`config.mk`:
```
export PLATFORM = sky130hd
export DESIGN_NAME = clock_time_adjust
export DESIGN_NICKNAME = d
export VERILOG_FILES = /design/src/rtl/clock_pkg.sv /design/src/rtl/wrap_counter.sv /design/src/rtl/clock_time_adjust.sv
export SDC_FILE = /design/constraint.sdc
export NUM_CORES = 1
export LEC_CHECK = 0
export BUFFER_PORTS_ARGS = -buffer_cell sky130_fd_sc_hd__clkbuf_2
export CAP_MARGIN = 10
export CORE_ASPECT_RATIO = 0.8
export CORE_UTILIZATION = 45
export DETAILED_ROUTE_END_ITERATION = 10
export PLACE_DENSITY = 0.67
export REMOVE_ABC_BUFFERS = 1
export SYNTH_ARGS = -nofsm -noshare
export SYNTH_HDL_FRONTEND = slang
export SYNTH_SLANG_ARGS = --single-unit
```
`constraint.sdc`:
```
create_clock -name clk -period 3.2 [get_ports clk]
set_input_delay 0.96 -clock clk [delete_from_list [all_inputs] [get_ports clk]]
set_output_delay 0.96 -clock clk [all_outputs]
set_load 0.005 [all_outputs]
```
`src/rtl/clock_pkg.sv`:
```
// Shared types and widths for the digital-clock timekeeping and time-set controller.
package clock_pkg;

    typedef enum logic {
        RUN    = 1'b0,
        ADJUST = 1'b1
    } state_e;

    localparam logic FIELD_MIN = 1'b0;
    localparam logic FIELD_HR  = 1'b1;

    localparam int HR_W = 5;
    localparam int MS_W = 6;

endpackage

```
`src/rtl/wrap_counter.sv`:
```
// Modulo-(MAX+1) up/down counter with synchronous clear; carry flags an increment applied at MAX.
module wrap_counter #(
    parameter int WIDTH = 6,
    parameter int MAX   = 59
) (
    input  logic             clk,
    input  logic             reset,
    input  logic             inc,
    input  logic             dec,
    input  logic             clr,
    output logic [WIDTH-1:0] value,
    output logic             carry
);

    localparam logic [WIDTH-1:0] MAX_V = WIDTH'(MAX);

    logic [WIDTH-1:0] value_q;
    logic [WIDTH-1:0] value_d;

    // Simultaneous inc and dec cancel; clear wins over both.
    always_comb begin
        value_d = value_q;
        if (clr) begin
            value_d = '0;
        end else if (inc && !dec) begin
            value_d = (value_q == MAX_V) ? '0 : value_q + WIDTH'(1);
        end else if (dec && !inc) begin
            value_d = (value_q == '0) ? MAX_V : value_q - WIDTH'(1);
        end
    end

    always_ff @(posedge clk) begin
        if (reset) begin
            value_q <= '0;
        end else begin
            value_q <= value_d;
        end
    end

    assign value = value_q;
    assign carry = inc && (value_q == MAX_V);

endmodule

```
`src/rtl/clock_time_adjust.sv`:
```
// Timekeeping and time-set controller: RUN counts hh:mm:ss on en_1hz, ADJUST edits hours/minutes.
//
// state  | meaning
// RUN    | time advances on en_1hz; left/right/up/down ignored
// ADJUST | time frozen; left/right pick field, up/down edit it; mode exits and clears seconds
module clock_time_adjust
    import clock_pkg::*;
#(
    parameter int HOURS_MAX = 23,
    parameter int MIN_MAX   = 59
) (
    input  logic            clk,
    input  logic            reset,
    input  logic            en_1hz,
    input  logic            btn_mode,
    input  logic            btn_left,
    input  logic            btn_right,
    input  logic            btn_up,
    input  logic            btn_down,
    output logic [HR_W-1:0] hours,
    output logic [MS_W-1:0] minutes,
    output logic [MS_W-1:0] seconds,
    output logic            adjust,
    output logic            field_sel
);

    state_e state_q;
    state_e state_d;
    logic   field_sel_q;
    logic   field_sel_d;

    logic run_tick;
    logic edit;
    logic up_only;
    logic dn_only;
    logic sec_clr;
    logic sec_carry;
    logic min_carry;
    logic hr_carry_unused;
    logic min_inc;
    logic min_dec;
    logic hr_inc;
    logic hr_dec;

    // Mode has priority in ADJUST: the exit cycle performs no edits.
    assign run_tick = (state_q == RUN) && en_1hz;
    assign edit     = (state_q == ADJUST) && !btn_mode;
    assign up_only  = btn_up && !btn_down;
    assign dn_only  = btn_down && !btn_up;
    assign sec_clr  = (state_q == ADJUST) && btn_mode;

    // Edits use the field selected before any toggle in the same cycle.
    assign min_inc = sec_carry || (edit && up_only && (field_sel_q == FIELD_MIN));
    assign min_dec = edit && dn_only && (field_sel_q == FIELD_MIN);
    assign hr_inc  = ((state_q == RUN) && min_carry)
                   || (edit && up_only && (field_sel_q == FIELD_HR));
    assign hr_dec  = edit && dn_only && (field_sel_q == FIELD_HR);

    always_comb begin
        state_d = state_q;
        if (btn_mode) begin
            state_d = (state_q == RUN) ? ADJUST : RUN;
        end
    end

    always_comb begin
        field_sel_d = field_sel_q;
        if (edit && (btn_left ^ btn_right)) begin
            field_sel_d = ~field_sel_q;
        end
    end

    always_ff @(posedge clk) begin
        if (reset) begin
            state_q     <= RUN;
            field_sel_q <= FIELD_MIN;
        end else begin
            state_q     <= state_d;
            field_sel_q <= field_sel_d;
        end
    end

    wrap_counter #(
        .WIDTH (MS_W),
        .MAX   (MIN_MAX)
    ) u_seconds (
        .clk   (clk),
        .reset (reset),
        .inc   (run_tick),
        .dec   (1'b0),
        .clr   (sec_clr),
        .value (seconds),
        .carry (sec_carry)
    );

    wrap_counter #(
        .WIDTH (MS_W),
        .MAX   (MIN_MAX)
    ) u_minutes (
        .clk   (clk),
        .reset (reset),
        .inc   (min_inc),
        .dec   (min_dec),
        .clr   (1'b0),
        .value (minutes),
        .carry (min_carry)
    );

    wrap_counter #(
        .WIDTH (HR_W),
        .MAX   (HOURS_MAX)
    ) u_hours (
        .clk   (clk),
        .reset (reset),
        .inc   (hr_inc),
        .dec   (hr_dec),
        .clr   (1'b0),
        .value (hours),
        .carry (hr_carry_unused)
    );

    assign adjust    = (state_q == ADJUST);
    assign field_sel = field_sel_q;

endmodule

```
Yosys cells after proc, flatten, opt, wreduce, memory -nomap -nowiden
Index checks and enable logic that the tools add are counted.
{"block": "totals", "regBits": 19, "input_bits": 8, "output_inout_bits": 19, "wordCells": 59}
{"block": "classes", "add_sub_neg": 5, "n_eq_ne": 3, "n_mux": 10, "bitwise_logic": 3, "n_reduce_logical": 33}
{"operator": "$mux 6", "count": 5}
{"operator": "$mux 5", "count": 4}
{"operator": "$logic_and 1x1->1", "count": 19}
{"operator": "$add 6x1->6 const B", "count": 2}
{"operator": "$eq 6x6->1 const B", "count": 2}
{"operator": "$logic_not 1->1", "count": 7}
{"operator": "$logic_not 6->1", "count": 1}
{"operator": "$sub 6x1->6 const B", "count": 1}
{"operator": "$add 5x1->5 const B", "count": 1}
{"operator": "$eq 5x5->1 const B", "count": 1}
{"operator": "$logic_not 5->1", "count": 1}
{"operator": "$sub 5x1->5 const B", "count": 1}
{"operator": "$reduce_bool 2->1", "count": 2}
{"operator": "$logic_or 1x1->1", "count": 2}
{"operator": "$not 1->1", "count": 2}
{"operator": "$reduce_or 2->1", "count": 1}
{"operator": "$mux 1", "count": 1}
{"operator": "$xor 1x1->1", "count": 1}

Depth between registers and ports, before layout
Gate-level depths: netlist of run 1.
{"block": "depth", "word_depth": 12, "mapped_depth": 12, "ltp_nobuf": 9}

Cells and area by module
Synthesis of run 1 repeated with hierarchy kept, for this count alone.
{"block": "unflattened", "hier_cells": 216, "area_unflattened_um2": 1672.9}
{"module": "wrap_counter (u_minutes ...)", "instances": 2, "cells_each": 74, "area_each_um2": 563.0}
{"module": "wrap_counter (u_hours)", "instances": 1, "cells_each": 46, "area_each_um2": 382.9}
{"module": "clock_time_adjust", "instances": 1, "cells_each": 22, "area_each_um2": 163.9}

Worst setup path after synthesis of run 1
No wires, ideal clock.
{"block": "synth_path", "path_kind": "input-to-reg", "startpoint": "input en_1hz", "endpoint": "register u_minutes.value_q[4] (netlist: u_minutes.value[4])", "setup_ps": 70, "t_arrival_ps": 2782, "slack_ps": 348, "cell_stages": 10, "path_cell_list": "nor2b_4 -> buf_6 -> nand2_4 -> or4_4 -> o21ai_0 -> ha_1 -> clkbuf_1 -> a21oi_1 -> a221o_1 -> a21oi_1"}
{"block": "synth_between", "elab_chain_cells": 6}
{"element": "from (decl)", "line_no": "clock_time_adjust.sv:14", "rtl": "input logic en_1hz,"}
{"element": "$logic_and 1x1->1 (*)", "line_no": "clock_time_adjust.sv:46", "rtl": "assign run_tick = (state_q == RUN) && en_1hz;"}
{"element": "$logic_and 1x1->1 (*)", "line_no": "wrap_counter.sv:41", "rtl": "assign carry = inc && (value_q == MAX_V);"}
{"element": "$logic_or 1x1->1 (*)", "line_no": "clock_time_adjust.sv:53", "rtl": "assign min_inc = sec_carry || (edit && up_only && (field_sel_q == FIELD_MIN));"}
{"element": "$logic_not 1->1", "line_no": "wrap_counter.sv:27", "rtl": "end else if (dec && !inc) begin"}
{"element": "$logic_and 1x1->1", "line_no": "wrap_counter.sv:27"}
{"element": "$reduce_bool 2->1 (no line)"}
{"element": "to (signal assigned)", "line_no": "wrap_counter.sv:36", "rtl": "value_q <= value_d;"}
{"element": "to (decl)", "line_no": "wrap_counter.sv:17", "rtl": "logic [WIDTH-1:0] value_q;"}
Every way passes the cells marked *; elsewhere a longest branch is shown, timed or not.
A chain may end at the register's enable or synchronous reset.

Worst setup path after layout of run 1
{"block": "layout_path", "startpoint": "input en_1hz", "endpoint": "register u_minutes.value_q[3] (netlist: u_minutes.value[3])"}
Same word-level chain as after synthesis.

==> results of run 1 <==
==> cells in the mapped netlist, types with 2 or more instances <==
library cell and count:
xnor2_1 8, dfxtp_1 19, or3_1 4, mux2i_1 2
ha_1 8, buf_2 3, nand3_1 5, nand2b_1 2
inv_1 11, nor3_1 3, o31a_1 2, nor2_1 15
buf_6 2, a21o_1 2, nor2b_1 2, o21ai_0 9
a21oi_1 14, nor3b_1 2, nand4_1 2, a211oi_1 3
clkbuf_1 4, a31oi_1 2, nand2_1 9, and3_1 2
xor2_1 4
==> registers in the layout (all words and copies together) (netlist names) <==
register and flops:
u_minutes.value 6, u_seconds.value 6, u_hours.value 5, adjust 1, field_sel 1
==> worst max-delay path by stage <==
stage	startpoint	end	slack (ns)	cells after the start
after floorplan	en_1hz	u_minutes.value[3]	0.40	9
after detailed placement	en_1hz	u_minutes.value[3]	0.17	10
after global placement	en_1hz	u_minutes.value[3]	0.24	10
after CTS	en_1hz	u_minutes.value[0]	0.43	10
final	en_1hz	u_minutes.value[3]	0.41	10
after global routing	en_1hz	u_minutes.value[3]	0.27	10
==> critical path, cell delays in order <==
cell and delay (ns):
clkbuf_2 0.08, nor2b_4 0.23, nand2_4 0.10, or4_4 0.49, o21ai_0 0.11, ha_1 0.37, inv_1 0.17, a21o_1 0.18
a31oi_1 0.14, o32ai_1 0.10
==> where the power goes <==
part / leakage, nW / internal [mW] / switching (mW)
logic: 0.452 / 0.0452 / 0.0468
registers: 0.154 / 0.245 / 0.0182
clock network: 0.0228 / 0.0886 / 0.0823
total: 0.628 / 0.379 / 0.147
==> stage by stage <==
step	setup WS, ns	std cells
4_1_cts	0.429	224
2_1_floorplan	0.404	154
5_1_grt	0.274	224
3_5_place_dp	0.170	220
3_3_place_gp	0.240	220
6_report	0.412	224
==> layout make-up <==
cell class / count / area (um2)
fillers: 275 / 1280
multi-input cells: 124 / 886
flip-flops and latches: 19 / 380
repair buffers: 28 / 145
well taps: 38 / 47.5
clock buffers: 4 / 45.0
inverters: 11 / 41.3
==> layer usage <==
| metal | share of wire | up-vias | GRT usage |
|---|---|---|---|
| met3 | 0.057 | 4 | 0.0558 |
| li1 | - | 631 | - |
| met4 | 0.0052 | 0 | 0.0303 |
| met5 | 0 | - | 0 |
| met1 | 0.47 | 602 | 0.276 |
| met2 | 0.46 | 43 | 0.332 |
==> logic make-up (layout without fill, tap and decap cells) <==
| logic type | count (synthesis) | in the layout | synth area share |
|---|---|---|---|
| DFF | 19 | 19 | 0.278 |
| AOI/OAI and AO/OA | 45 | 45 | 0.234 |
| xor gates and xnor gates | 12 | 12 | 0.0769 |
| adders and majority gates | 8 | 8 | 0.0732 |
| and+or+nand+nor | 57 | 57 | 0.249 |
| muxes | 2 | 2 | 0.0146 |
| buffers and inverters | 21 | 43 | 0.0741 |
==> metrics.cfg, run 1 <==
[outcome]
status=finished, final reports clean

[layout]
final_cell_area_um2=1550
nets=203
antennaDiodeCount=0
mostFrequentLayoutCells=clkbuf_2, dfxtp_1, nor2_1, a21oi_1, inv_1
synthToLayoutAreaGrowth_pct=13.0
utilization=0.546
drive_gt1_frac=0.215
layout_commonest_cell=clkbuf_2

[clock_tree]
insertion_delay_ns=0.26
htreeDepth=1
cts_max_path_buffers=2
cts-resized-gates=0
tritoncts=built
cts-buffers-inserted=3
hold_buffers=0
postCtsSetupRepairBufs=0
cts.sinks=19
clk_root_buffer_cell=clkbuf_8
cts.clk_slew.worst_paths_ns=0.07

[global_routing]
grt_overflow=0
grt_max_degree=17
grt_pass1_wl_um=5250
first_global_vias=1134
grt.total_usage=0.205
antenna_found_initial=0

[critical_path]
cp-start-kind=input port
crit_path_end_kind=flip-flop
r2r_setup_slack_ns=0.74
crit_required_ns=3.34
rr_worst_depth=10
regToRegStartpoint=u_minutes.value[1]
cp.arrival_ns=2.92
path_class=input port to flip-flop
r2r-end=u_hours.value[4]
crit_fanout=9

[route]
ant_nets=0
route.detailed.drc=0
first_iter_violations=68
via_per_inst=5.71
wl_per_cell_um=13.6
wirelength_um=3060
vias=1280
dr.pass1.iters=4

[power_and_ir_drop]
power_uw=526
powerDensity_nw_per_um2=341
p_leak_nw=0.628
ir_worst_vdd_v=0.000293

[placed_design]
port_buffers=26
dp_hpwl_um=2300
gp_congestion=0.802
place_area_um2=1500

[sta]
max_slew_margin=0.691
slew_violations=0
hold_slack_ns=0.523
finClkSkew_ns=0.00182
finalHoldViolCount=0
fmax_mhz=359
finalSetupViolCount=0
finalCritPeriodShare=0.871
worstMarginPinSlew_ns=0.463
setup-tns-final_ns=0
rsz0062_at_grt=no
finalCriticalPeriod_ns=2.79

[logic_synthesis]
synthCells=164
syn_area_per_cell_um2=8.34
synth_edf_count=0
synth_ff_type=dfxtp_1
yosysTopAreaCell=dfxtp_1
synth_top_area_share=0.278
syn_area_um2=1370
ys_ff_latch=19
synthTopCellsByArea=dfxtp_1, ha_1, a21oi_1, xnor2_1, nor2_1
ys_types=50
synthArstFlopShare=0
yosysWarnings=0
seq_area_frac_synth=0.278

[die]
num_io_pins=27
start_util=0.483
die-height_um=51.3
rows=17
core_area_um2=2830
die_x_um=63.6
die_area_um2=3260

[run]
maxCapViolCount=0

[worst_hold_path]
hold_class=flip-flop to flip-flop
min-delay-start=u_hours.value[4]
whs_endpoint=u_hours.value[4]
min_path_cells=2

Note: power is estimated with default switching activity, not from simulation.
==> run 2: changes to the inputs <==
Settings changed: ABC_AREA set to 1, TNS_END_PERCENT set to 10.
==> run 2 against run 1 <==
  * Sequential power down 2%
  * Maximum frequency up 21%
  * Combinational power up 2%
  * Highest routed layer unchanged
==> metrics.cfg, run 2 <==
[layout]
drive_gt1_frac=0.233  ; +0.0175
synthToLayoutAreaGrowth_pct=14.8
mostFrequentLayoutCells=inv_1, clkbuf_2, nand2_1, nand3_1, dfxtp_1
regArea_um2=380  ; unchanged
multi_input_area_um2=862  ; -2.7%
antennaDiodeCount=0  ; unchanged
layout_commonest_cell=inv_1
nets=232  ; +14%
fillers=272  ; -1.1%
utilization=0.558  ; +0.0115

[critical_path]
regToRegStartpoint=u_seconds.value[0]
cp.arrival_ns=2.50  ; -0.42 ns
crit_chain=clkbuf_2 -> nor2_4 -> nand3_1 -> o21ai_2 -> nand3_1 -> nand2_1 -> ha_1 -> inv_1 -> o21ai_0 -> o21ai_0 -> a21oi_1
path_class=input port to flip-flop
cp-startpoint=btn_mode
crit_required_ns=3.39  ; +0.05 ns
cp-start-kind=input port
crit_path_end_kind=flip-flop
slowest_delay_ns=0.26  ; -0.23 ns
slowest_stage=ha_1
crit_fanout=5  ; -4

[power_and_ir_drop]
p_leak_nw=0.753  ; +20%
powerDensity_nw_per_um2=326  ; -4.4%
ir_worst_vdd_v=0.000259  ; -12%

[route]
via_per_inst=5.21  ; -8.9%
route.detailed.drc=0  ; unchanged
ant_nets=0  ; unchanged
vias=1317  ; +2.9%
wirelength_um=2860  ; -6.5%
wl_per_cell_um=11.3  ; -17%
first_iter_violations=108  ; +59%
dr.pass1.iters=4  ; unchanged

[logic_synthesis]
yosysWarnings=0  ; unchanged
synth_edf_count=0  ; unchanged
seq_area_frac_synth=0.277  ; -0.00127
synthTopCellsByCount=inv_1, nand2_1, dfxtp_1, nand3_1, o21ai_0
syn_area_per_cell_um2=7.35  ; -12%
ys_types=29  ; -42%
yosysMostFrequentCell=inv_1
synth_top_area_share=0.277  ; -0.00127
ys_ff_latch=19  ; unchanged
syn_area_um2=1370  ; +0.46%
synth_ff_type=dfxtp_1
synthCells=187  ; +14%
yosysTopAreaCell=dfxtp_1
synthTopCellsByArea=dfxtp_1, inv_1, ha_1, nand3_1, nand2_1
synthArstFlopShare=0  ; unchanged

[global_routing]
grtUsageMet1=0.271  ; -0.00465
grt_use_met3=0.0491  ; -0.00670
antenna_found_initial=0  ; unchanged
top_usage_layer=met2
use_met2=0.296  ; -0.0355
first_global_vias=1145  ; +0.97%
grt_pass1_wl_um=5000  ; -4.9%
grt_max_degree=11  ; -6
grt_overflow=0  ; unchanged
grt.total_usage=0.194  ; -0.0104

[sta]
max_slew_margin=0.718  ; +0.0270
slew_violations=0  ; unchanged
finalHoldViolCount=0  ; unchanged
finalCritPeriodShare=0.720  ; -0.151
finalCriticalPeriod_ns=2.31  ; -0.482 ns
setup-tns-final_ns=0  ; unchanged
finClkSkew_ns=0.00538  ; +0.00357 ns
finalSetupViolCount=0  ; unchanged
fmax_mhz=434  ; +21%
worstMarginPinSlew_ns=0.422  ; -0.0404 ns
rsz0062_at_grt=no

[die]
num_io_pins=27  ; unchanged
die_x_um=63.8  ; +0.22%
start_util=0.486  ; +0.00221
core_area_um2=2830  ; unchanged
rows=17  ; unchanged
die_area_um2=3280  ; +0.44%
die-height_um=51.4  ; +0.22%

[placed_design]
port_buffers=26  ; unchanged
gp_congestion=0.909  ; +13%
dp_hpwl_um=2320  ; +0.55%

[clock_tree]
tritoncts=built
cts.sinks=19  ; unchanged
htreeDepth=1  ; unchanged
cts_max_path_buffers=2  ; unchanged
insertion_delay_ns=0.25  ; about the same
postCtsSetupRepairBufs=0  ; unchanged
cts-resized-gates=0  ; unchanged
hold_buffers=0  ; unchanged
cts-buffers-inserted=3  ; unchanged
clk_root_buffer_cell=clkbuf_8
cts.clk_slew.worst_paths_ns=0.07  ; about the same

[run]
maxCapViolCount=0  ; unchanged

[outcome]
status=finished, final reports clean

[worst_hold_path]
hold_class=flip-flop to flip-flop
min-delay-start=u_seconds.value[5]

==> run 2: cell types whose count changed in the layout (fill, tap and decap cells not counted), moves of 6 or more <==
cell,delta
inv_1,+17
nand2_1,+14
nand3_1,+14
o21ai_0,+8
xnor2_1,-6
==> run 2: critical path: cells and delay by family <==
| kind | cells | cell delay [ns] |
|---|---|---|
| and+or+nand+nor | 4 | 0.40 |
| adders and majority gates | 1 | 0.26 |
| buffers and inverters | 2 | 0.25 |
| AOI/OAI and AO/OA | 4 | 0.63 |
==> run 2: where the power goes <==
part	switching (mW)	total [mW]	internal, mW
Combinational	0.0546	0.0936	0.0390
Sequential	0.0140	0.259	0.245
Clock	0.0728	0.161	0.0884
==> run 2: kinds of logic after synthesis <==
family	after synthesis	synth area share
and+or+nand+nor	80	0.341
buffers and inverters	32	0.0956
AOI/OAI and AO/OA	37	0.144
DFF	19	0.277
adders and majority gates	8	0.0729
xor gates and xnor gates	11	0.0701
==> run 2: path summary, 6_finish.rpt <==
path / end / cells after the start / slack (ns)
setup / recovery: u_hours.value[2] / 11 / 0.89
hold / removal: u_seconds.value[5] / 2 / 0.50
setup reg to reg: u_hours.value[2] / 12 / 1.09
hold reg to reg: u_seconds.value[5] / 2 / 0.50
==> run 2: per-layer routing <==
| layer | up-vias | part of all wire |
|---|---|---|
| met5 | - | 0 |
| met4 | 0 | 0.0081 |
| met3 | 4 | 0.065 |
| met2 | 51 | 0.43 |
| met1 | 582 | 0.49 |
| li1 | 680 | - |
==> run 2: final cells by class <==
cell class                 count  share of cell area
tap                           38              0.0301
multi-input combinational    136               0.546
inverter                      30              0.0714
clock buffer                   4              0.0285
sequential                    19               0.241
timing repair buffer          26              0.0825
==> run 2: per-stage QoR <==
step	area (um2)	setup slack, ns	std cells	hold slack (ns)	power [mW]
3_5_place_dp	1530	0.682	249	0.496	0.358
5_1_grt	1580	0.817	253	0.546	0.547
6_report	1580	0.895	253	0.498	0.514
3_3_place_gp	1530	0.802	249	0.481	0.357
4_1_cts	1580	0.956	253	0.507	0.522
2_1_floorplan	1360	1.03	185	0.480	0.329
==> run 3: changes to the inputs <==
Settings changed: ABC_AREA 1 to 0.
Clock period 3.2 ns to 2.2 ns, I/O delays scaled along.
==> run 3 against run 2 <==
  * The flow now finishes with violations (setup timing)
  * Critical path depth down 2
  * Combinational power grew 97%
  * Total power grew 55%
  * Critical path type unchanged
  * Largest cell class unchanged
  * Highest routed layer unchanged
  * Hold slack better by 0.057 ns
==> metrics.cfg, run 3 (synthesis results as in run 1) <==
[sta]
rsz0062_at_grt=yes
slew_violations=0  ; unchanged
fmax_mhz=451
finalCriticalPeriod_ns=2.22
finalSetupViolCount=1  ; +1
hold_slack_ns=0.555  ; +0.0567 ns
worstMarginPinSlew_ns=0.439  ; +0.0168 ns
finClkSkew_ns=0.00303  ; -0.00236 ns
finalCritPeriodShare=1.01
max_slew_margin=0.706  ; -0.0118
finalHoldViolCount=0  ; unchanged
setup_slack_ns=-0.0173  ; -0.912 ns

[route]
wirelength_um=3390  ; +19%
ant_nets=0  ; unchanged
dr.pass1.iters=4  ; unchanged
via_per_inst=5.58  ; +7.3%
first_iter_violations=96  ; -11%
vias=1385  ; +5.2%
route.detailed.drc=0  ; unchanged
wl_per_cell_um=13.7  ; +21%

[placed_design]
gp_congestion=0.869  ; -4.5%
port_buffers=26  ; unchanged
dp_hpwl_um=2570  ; +11%

[die]
num_io_pins=27  ; unchanged
die_area_um2=3260  ; -0.44%
die-height_um=51.3  ; -0.22%
start_util=0.483  ; -0.00221
rows=17  ; unchanged
core_area_um2=2830  ; unchanged
die_x_um=63.6  ; -0.22%

[critical_path]
r2r_setup_slack_ns=0.02  ; -1.07 ns
crit_fanout=6  ; +1
crit_path_end_kind=flip-flop
crit_required_ns=2.39  ; -1.00 ns
rr_worst_depth=8  ; -4
cp.arrival_ns=2.41  ; -0.09 ns
cp-start-kind=input port
path_class=input port to flip-flop

[global_routing]
grt_pass1_wl_um=5730  ; +15%
antenna_found_initial=0  ; unchanged
first_global_vias=1310  ; +14%
grt.total_usage=0.226  ; +0.0314
grt_overflow=0  ; unchanged
grt_max_degree=17  ; +6

[power_and_ir_drop]
p_leak_nw=0.758  ; +0.61%
ir_worst_vdd_v=0.000468  ; +81%
power_uw=795  ; +55%
powerDensity_nw_per_um2=449  ; +38%

[clock_tree]
hold_buffers=0  ; unchanged
tritoncts=built
cts.clk_slew.worst_paths_ns=0.07  ; about the same
clk_root_buffer_cell=clkbuf_8
insertion_delay_ns=0.25  ; about the same
cts-buffers-inserted=3  ; unchanged
htreeDepth=1  ; unchanged
cts_max_path_buffers=2  ; unchanged
cts.sinks=19  ; unchanged

[outcome]
violations=setup timing
status=finished with violations

[layout]
antennaDiodeCount=0  ; unchanged
nets=227  ; -2.2%
fillers=234  ; -14%
synthToLayoutAreaGrowth_pct=29.6
mostFrequentLayoutCells=clkbuf_2, buf_4, dfxtp_1, nor2_1, a21oi_1
drive_gt1_frac=0.333  ; +0.101

[run]
maxCapViolCount=0  ; unchanged

[worst_hold_path]
min_path_cells=2  ; unchanged
hold_class=flip-flop to flip-flop

## run 3: report_power, final
part,internal (mW),switching (mW)
clock network,0.129,0.116
registers,0.357,0.0101
logic,0.0905,0.0933
total,0.576,0.219
## run 3: through the flow
| step | utilization | setup slack [ns] | area (um2) | std cells | setup TNS, ns |
|---|---|---|---|---|---|
| finish | 0.626 | -0.0173 | 1770 | 248 | -0.0173 |
| global route | 0.626 | -0.0919 | 1770 | 248 | -0.251 |
| CTS | 0.615 | 0.00271 | 1740 | 247 | 0 |
| detailed placement | 0.586 | -0.369 | 1660 | 241 | -3.50 |
| global placement | 0.586 | -0.321 | 1660 | 241 | -3.04 |
| floorplan | - | -0.296 | 1310 | 154 | -2.28 |
## run 3: layout make-up
class                           instances  area, um2  share of cell area
Clock buffer                            4       45.0              0.0254
Inverter                               11       41.3              0.0233
Tap cell                               38       47.5              0.0268
Sequential cell                        19        380               0.215
Multi-Input combinational cell        124        932               0.526
Timing Repair Buffer                   52        325               0.184
## run 3: path summary, 6_finish.rpt
path                                         start               end
worst max-delay path                        en_1hz  u_hours.value[4]
worst max register to register  u_minutes.value[0]  u_hours.value[4]
worst min register to register    u_hours.value[4]  u_hours.value[4]
worst min-delay path              u_hours.value[4]  u_hours.value[4]
## run 3: worst max-delay path, stage by stage
cell,delay (ns)
clkbuf_2,0.08
nor2b_4,0.16
nand2_4,0.06
or4_4,0.51
o22ai_4,0.14
ha_4,0.20
a41oi_1,0.12
or3_1,0.33
a21oi_1,0.14
## run 3: metal layers
metal  global-route usage  vias up  share of wire
met5                    0        -              0
met4               0.0455        0         0.0027
met3               0.0558        2          0.050
met2                0.406       49           0.49
met1                0.273      646           0.46
li1                     -      688              -
## run 3: repair_timing
item	4_1_cts	5_1_grt
buffers inserted	2	1
pin swaps	2	2
setup endpoints to repair	9	9
gates resized for setup	8	5
